## src/rtl/conv_pkg.sv

```systemverilog
// Shared definitions for the convolutional-encoder framing logic:
// controller state encoding and termination-mode constants.
package conv_pkg;

  typedef enum logic [2:0] {
    ST_IDLE,
    ST_SEED,
    ST_DATA,
    ST_TAIL,
    ST_DONE
  } frame_state_e;

  localparam logic MODE_TERM = 1'b0;
  localparam logic MODE_TB   = 1'b1;

endpackage

```

## src/rtl/conv_frame_ctrl.sv

```systemverilog
// Frame controller feeding a rate-1/2 convolutional encoder: seeds it, passes info bits,
// appends a zero tail or relies on tail-biting. Optional stats counters: CONV_FRAME_STATS_EN.
module conv_frame_ctrl
  import conv_pkg::*;
#(
  parameter int K     = 4,
  parameter int M     = K - 1,
  parameter int LEN_W = 12
) (
  input  logic             clk,
  input  logic             rst,
  input  logic             start,
  input  logic             mode,
  input  logic [LEN_W-1:0] frame_len,
  input  logic [M-1:0]     tb_seed,
  input  logic             abort,
  input  logic             s_valid,
  input  logic             s_bit,
  output logic             s_ready,
  input  logic             sink_ready,
  output logic             enc_seed_load,
  output logic [M-1:0]     enc_seed_value,
  output logic             enc_in_valid,
  output logic             enc_in_bit,
  output logic             out_sof,
  output logic             out_eof,
  output logic             busy,
  output logic             done,
  output logic             err
`ifdef CONV_FRAME_STATS_EN
  ,
  output logic [15:0]      frames_ok,
  output logic [15:0]      frames_aborted
`endif
);

  localparam int TW = $clog2(M + 1);

  frame_state_e     state_q, state_d;
  logic             mode_q, mode_d;
  logic [LEN_W-1:0] len_q, len_d;
  logic [M-1:0]     seed_q, seed_d;
  logic [LEN_W-1:0] cnt_q, cnt_d;
  logic [TW-1:0]    tail_q, tail_d;
  logic             first_q, first_d;
  logic             sof_q, eof_q, err_q, err_d;
  logic             last_in;
  logic             abort_fx;

  assign abort_fx = abort & (state_q != ST_IDLE);
  assign busy     = (state_q != ST_IDLE);
  assign out_sof  = sof_q;
  assign out_eof  = eof_q;
  assign err      = err_q;

  always_comb begin
    state_d        = state_q;
    mode_d         = mode_q;
    len_d          = len_q;
    seed_d         = seed_q;
    cnt_d          = cnt_q;
    tail_d         = tail_q;
    first_d        = first_q;
    err_d          = 1'b0;
    last_in        = 1'b0;
    s_ready        = 1'b0;
    enc_seed_load  = 1'b0;
    enc_seed_value = '0;
    enc_in_valid   = 1'b0;
    enc_in_bit     = 1'b0;
    done           = 1'b0;

    unique case (state_q)
      ST_IDLE: begin
        if (start) begin
          if (frame_len == '0) begin
            err_d = 1'b1;
          end else begin
            mode_d  = mode;
            len_d   = frame_len;
            seed_d  = tb_seed;
            cnt_d   = '0;
            tail_d  = '0;
            first_d = 1'b1;
            state_d = ST_SEED;
          end
        end
      end
      ST_SEED: begin
        enc_seed_load  = 1'b1;
        enc_seed_value = (mode_q == MODE_TB) ? seed_q : '0;
        state_d        = ST_DATA;
      end
      ST_DATA: begin
        s_ready      = sink_ready;
        enc_in_valid = s_valid & sink_ready;
        enc_in_bit   = s_bit;
        if (enc_in_valid) begin
          cnt_d = cnt_q + LEN_W'(1);
          if (cnt_q == len_q - LEN_W'(1)) begin
            last_in = (mode_q == MODE_TB);
            state_d = (mode_q == MODE_TB) ? ST_DONE : ST_TAIL;
          end
        end
      end
      ST_TAIL: begin
        enc_in_valid = sink_ready;
        if (sink_ready) begin
          tail_d = tail_q + TW'(1);
          if (tail_q == TW'(M - 1)) begin
            last_in = 1'b1;
            state_d = ST_DONE;
          end
        end
      end
      ST_DONE: begin
        done    = 1'b1;
        state_d = ST_IDLE;
      end
      default: state_d = ST_IDLE;
    endcase

    // Abort wins over everything: nothing is accepted or issued in the abort cycle.
    if (abort_fx) begin
      state_d      = ST_IDLE;
      s_ready      = 1'b0;
      enc_in_valid = 1'b0;
      done         = 1'b0;
      last_in      = 1'b0;
    end

    if (enc_in_valid) first_d = 1'b0;
  end

  always_ff @(posedge clk or posedge rst) begin
    if (rst) begin
      state_q <= ST_IDLE;
      mode_q  <= MODE_TERM;
      len_q   <= '0;
      seed_q  <= '0;
      cnt_q   <= '0;
      tail_q  <= '0;
      first_q <= 1'b0;
      sof_q   <= 1'b0;
      eof_q   <= 1'b0;
      err_q   <= 1'b0;
    end else begin
      state_q <= state_d;
      mode_q  <= mode_d;
      len_q   <= len_d;
      seed_q  <= seed_d;
      cnt_q   <= cnt_d;
      tail_q  <= tail_d;
      first_q <= first_d;
      sof_q   <= enc_in_valid & first_q;
      eof_q   <= enc_in_valid & last_in;
      err_q   <= err_d;
    end
  end

`ifdef CONV_FRAME_STATS_EN
  logic [15:0] ok_q, ab_q;

  // Saturating frame statistics.
  always_ff @(posedge clk or posedge rst) begin
    if (rst) begin
      ok_q <= '0;
      ab_q <= '0;
    end else begin
      if (done && ok_q != 16'hFFFF) ok_q <= ok_q + 16'd1;
      if (abort_fx && ab_q != 16'hFFFF) ab_q <= ab_q + 16'd1;
    end
  end

  assign frames_ok      = ok_q;
  assign frames_aborted = ab_q;
`endif

endmodule
```

## config.mk

```make
export PLATFORM = sky130hd
export DESIGN_NAME = conv_frame_ctrl
export DESIGN_NICKNAME = d
export VERILOG_FILES = /design/src/rtl/conv_pkg.sv /design/src/rtl/conv_frame_ctrl.sv
export SDC_FILE = /design/constraint.sdc
export NUM_CORES = 1
export LEC_CHECK = 0
export ABC_AREA = 1
export CAP_MARGIN = 20
export CORE_ASPECT_RATIO = 0.8
export CORE_MARGIN = 2
export CORE_UTILIZATION = 58
export DETAILED_ROUTE_END_ITERATION = 10
export DONT_BUFFER_PORTS = 1
export PLACE_DENSITY = 0.75
export SLEW_MARGIN = 20
export SYNTH_ARGS = -nofsm -noshare
export SYNTH_HDL_FRONTEND = slang
export SYNTH_SLANG_ARGS = --single-unit
export TNS_END_PERCENT = 50
```

## constraint.sdc

```tcl
create_clock -name clk -period 1.9 [get_ports clk]
set_clock_uncertainty 0.2 [all_clocks]
set_input_delay 0.57 -clock clk [delete_from_list [all_inputs] [get_ports clk]]
set_output_delay 0.57 -clock clk [all_outputs]
set_load 0.02 [all_outputs]
```

==> metrics <==
dpl hpwl 4980 um; worst reg2reg setup slack -0.03 ns; FILL cells 338; std cell rows 21; GR Util All Layers 27.2%; Root Buffer clkbuf_8; Post-Syn Area per Cell roughly 6.6 sq um; combinational share of power 57.7%; R2R depth 14; CTS tree yes; CP startpoint kind flop; Sink Count 37; largest net degree at the start of global routing 38; clk buf depth 2; Crit. End Element primary output; Mapped Area 2600 sq um; vias post-DR ~2700; Tot Pwr 4.20 mW; Worst path max stage delay 0.44 ns; clock share of power 12.2%; H-tree Lvls 2; run status complete, but fails checks; first-pass GRT wire length 10800 um; Synth area leader dfrtp_1; Finish-stage setup viols 11; ANT cells 0; worst flop-to-flop path endpoint state_q[1]; max-cap check violation count 0; final worst-path setup slack -0.258 ns; Top cell by count, worst path nor2_4; register bit total from synthesis 37; RSZ-0062 raised after global routing true; Die Ht 63.9 um; most common cell in the synthesized netlist nand2_1; grt total ovfl 0; Wirelength per Cell 13.7 um; final core utilization 74.0%; total CTS buffers 5; Tmin final 2.16 ns; share of the synthesized area in the top cell type ~36%; full die area a little over 5000 sq um; Int Power 2.20 mW; worst hold slack 0.0696 ns; Syn Inst Count 394; Post-synth EDFFs 0; arrival time at the worst endpoint about 1.4 ns; I/O Pins 35; Port Buffers 0; drt initial violations 233; detailed-router iteration count before antenna repair 5; Layout area overhead 21.0%; Net Switching 2.00 mW; clock-pin slew on the worst setup and hold paths approximately 0.07 ns; asr flop ratio synth between 90% and 100%; Hold Crit Class input port to asynchronous set/reset pin; WL final just under 7000 um; Power per Cell Area between 1000 and 1500 nW/um^2; Slew Limit Fails 0; critical path's slowest cell dfrtp_2; top area cells in the synthesized netlist dfrtp_1 36%, nand2_1 17%, inv_1 8.8%, nand3_1 7.9%, nor2_1 5.5%; share of layout cells above drive strength 1 23.1%; most frequent cells after synthesis 115 x nand2_1, 61 x inv_1, 41 x nand3_1; Required @ worst endpoint 1.13 ns; Final nets 460; sequential share of the synthesized area around 36%; Slew @ Worst Pin 0.491 ns; unique cell type count in the Yosys netlist 30; worst-path cell chain buf_6 > nor2_4 > inv_4 > nor2_4 > inv_2 > a21oi_4; Worst Path Class, Setup flop to primary output; initial antenna violation count 0; prevailing post-synth register cell dfrtp_1; Antenna Violating Nets Remaining 0; violated checks negative setup slack; Final period util 114%; Die Wd 78.9 um; Core ar. 4260 sq um; Net Count, Synth 420; CP max FO 4; Seq pwr share 30.1%; Worst setup endpoint enc_in_valid; LEAKAGE approximately 1.6 nW; DRC viols 0; Critical R2R Launch len_q[1]; GP Congestion 0.929; Slew HR around two thirds; Final Hold Viols 0; Peak supply drop 0.825 mV; clk_lat worst skew 0.29 ns; Vias/cell approximately 5.4; initial core utilization 61.2%; number of global-route vias before repair roughly 2300; Yosys warnings 0; Setup crit start state_q[0]; switch share around 48%; f_max between 400 and 500 MHz
metrics by stage:
step	std cells	setup TNS (ns)	setup WS (ns)	instance area [sq um]
after floorplan	394	-0.358	-0.0673	2630
after global placement	477	-0.875	-0.0640	2930
after detailed placement	477	-1.05	-0.0709	2930
after CTS	487	-1.73	-0.247	3050
after global routing	490	-2.80	-0.286	3150
final	490	-1.69	-0.258	3150
worst min path at each step:
stage             from         to  slack [ns]  depth (start not counted)
4_1_cts            rst  tail_q[0]        0.10                          2
3_5_place_dp   first_q    out_sof        0.28                          2
5_1_grt            rst  tail_q[0]        0.12                          2
3_3_place_gp   first_q    out_sof        0.29                          2
2_1_floorplan  first_q    out_sof        0.26                          2
6_report           rst  tail_q[0]        0.07                          2
critical path, delay by kind of cell (launching register included):
kind / cells / cell delay, ns
buffers and inverters: 3 / 0.25
AND/OR/NAND/NOR: 2 / 0.20
flip-flops: 1 / 0.44
AO/OA/AOI/OAI: 1 / 0.21
per-layer routing:
layer | vias to the layer above | global-route usage [%] | part of all wire, %
met3 | 14 | 5.23 | 9.8
met1 | 1185 | 41.7 | 47
met5 | - | 0 | 0
li1 | 1325 | - | -
met4 | 0 | 4.31 | 1.4
met2 | 133 | 40.7 | 42
registers in the layout (all words and copies together) (netlist names):
register  cells
err           1
cnt_q        12
out_eof       1
mode_q        1
len_q        12
seed_q        3
first_q       1
out_sof       1
state_q       3
tail_q        2
power groups by stage:
stage,combinational [mW],clock (mW),sequential (mW)
floorplan,1.54,0,1.20
global placement,2.09,0,1.25
detailed placement,2.14,0,1.25
CTS,2.21,0.519,1.24
global route,2.72,0.551,1.29
finish,2.42,0.514,1.27
layout make-up:
type,instances,area (sq um),area share (%)
timing repair inverter,1,5.00,0.159
tap,57,71.3,2.26
inverter,70,272,8.61
clock inverter,1,5.00,0.159
sequential,37,928,29.5
clock buffer,5,68.8,2.18
multi-input combinational,282,1490,47.2
timing repair buffer,37,314,9.96
logic make-up (layout without fill, tap and decap cells):
group,after synthesis,in the layout,share of synthesized area [%]
xor gates and xnor gates,6,6,2.02
adders and majority gates,3,3,1.44
AOI/OAI and AO/OA,40,40,7.98
DFF,37,37,35.6
muxes,1,1,0.576
and+or+nand+nor,232,232,40.9
buffers and inverters,75,114,11.5
what timing repair did:
action                     4_1_cts  5_1_grt
hold buffers                     0        0
cloned                           0        1
resized for setup                8       25
setup endpoints to repair       11       27
pin swaps                        4       13
hold endpoints to repair         0        0
buffers inserted                 4        2
placed cells by master (no fill, tap or decap), types with 7 or more instances in the layout:
master / count
o21ai_0: 28
buf_4: 32
nand3_1: 39
nand4_1: 9
nor2_2: 7
inv_2: 12
inv_1: 55
nor2_1: 32
nand2_1: 111
dfrtp_1: 35
nand2_2: 9
Power figures use the tool's default switching activity.
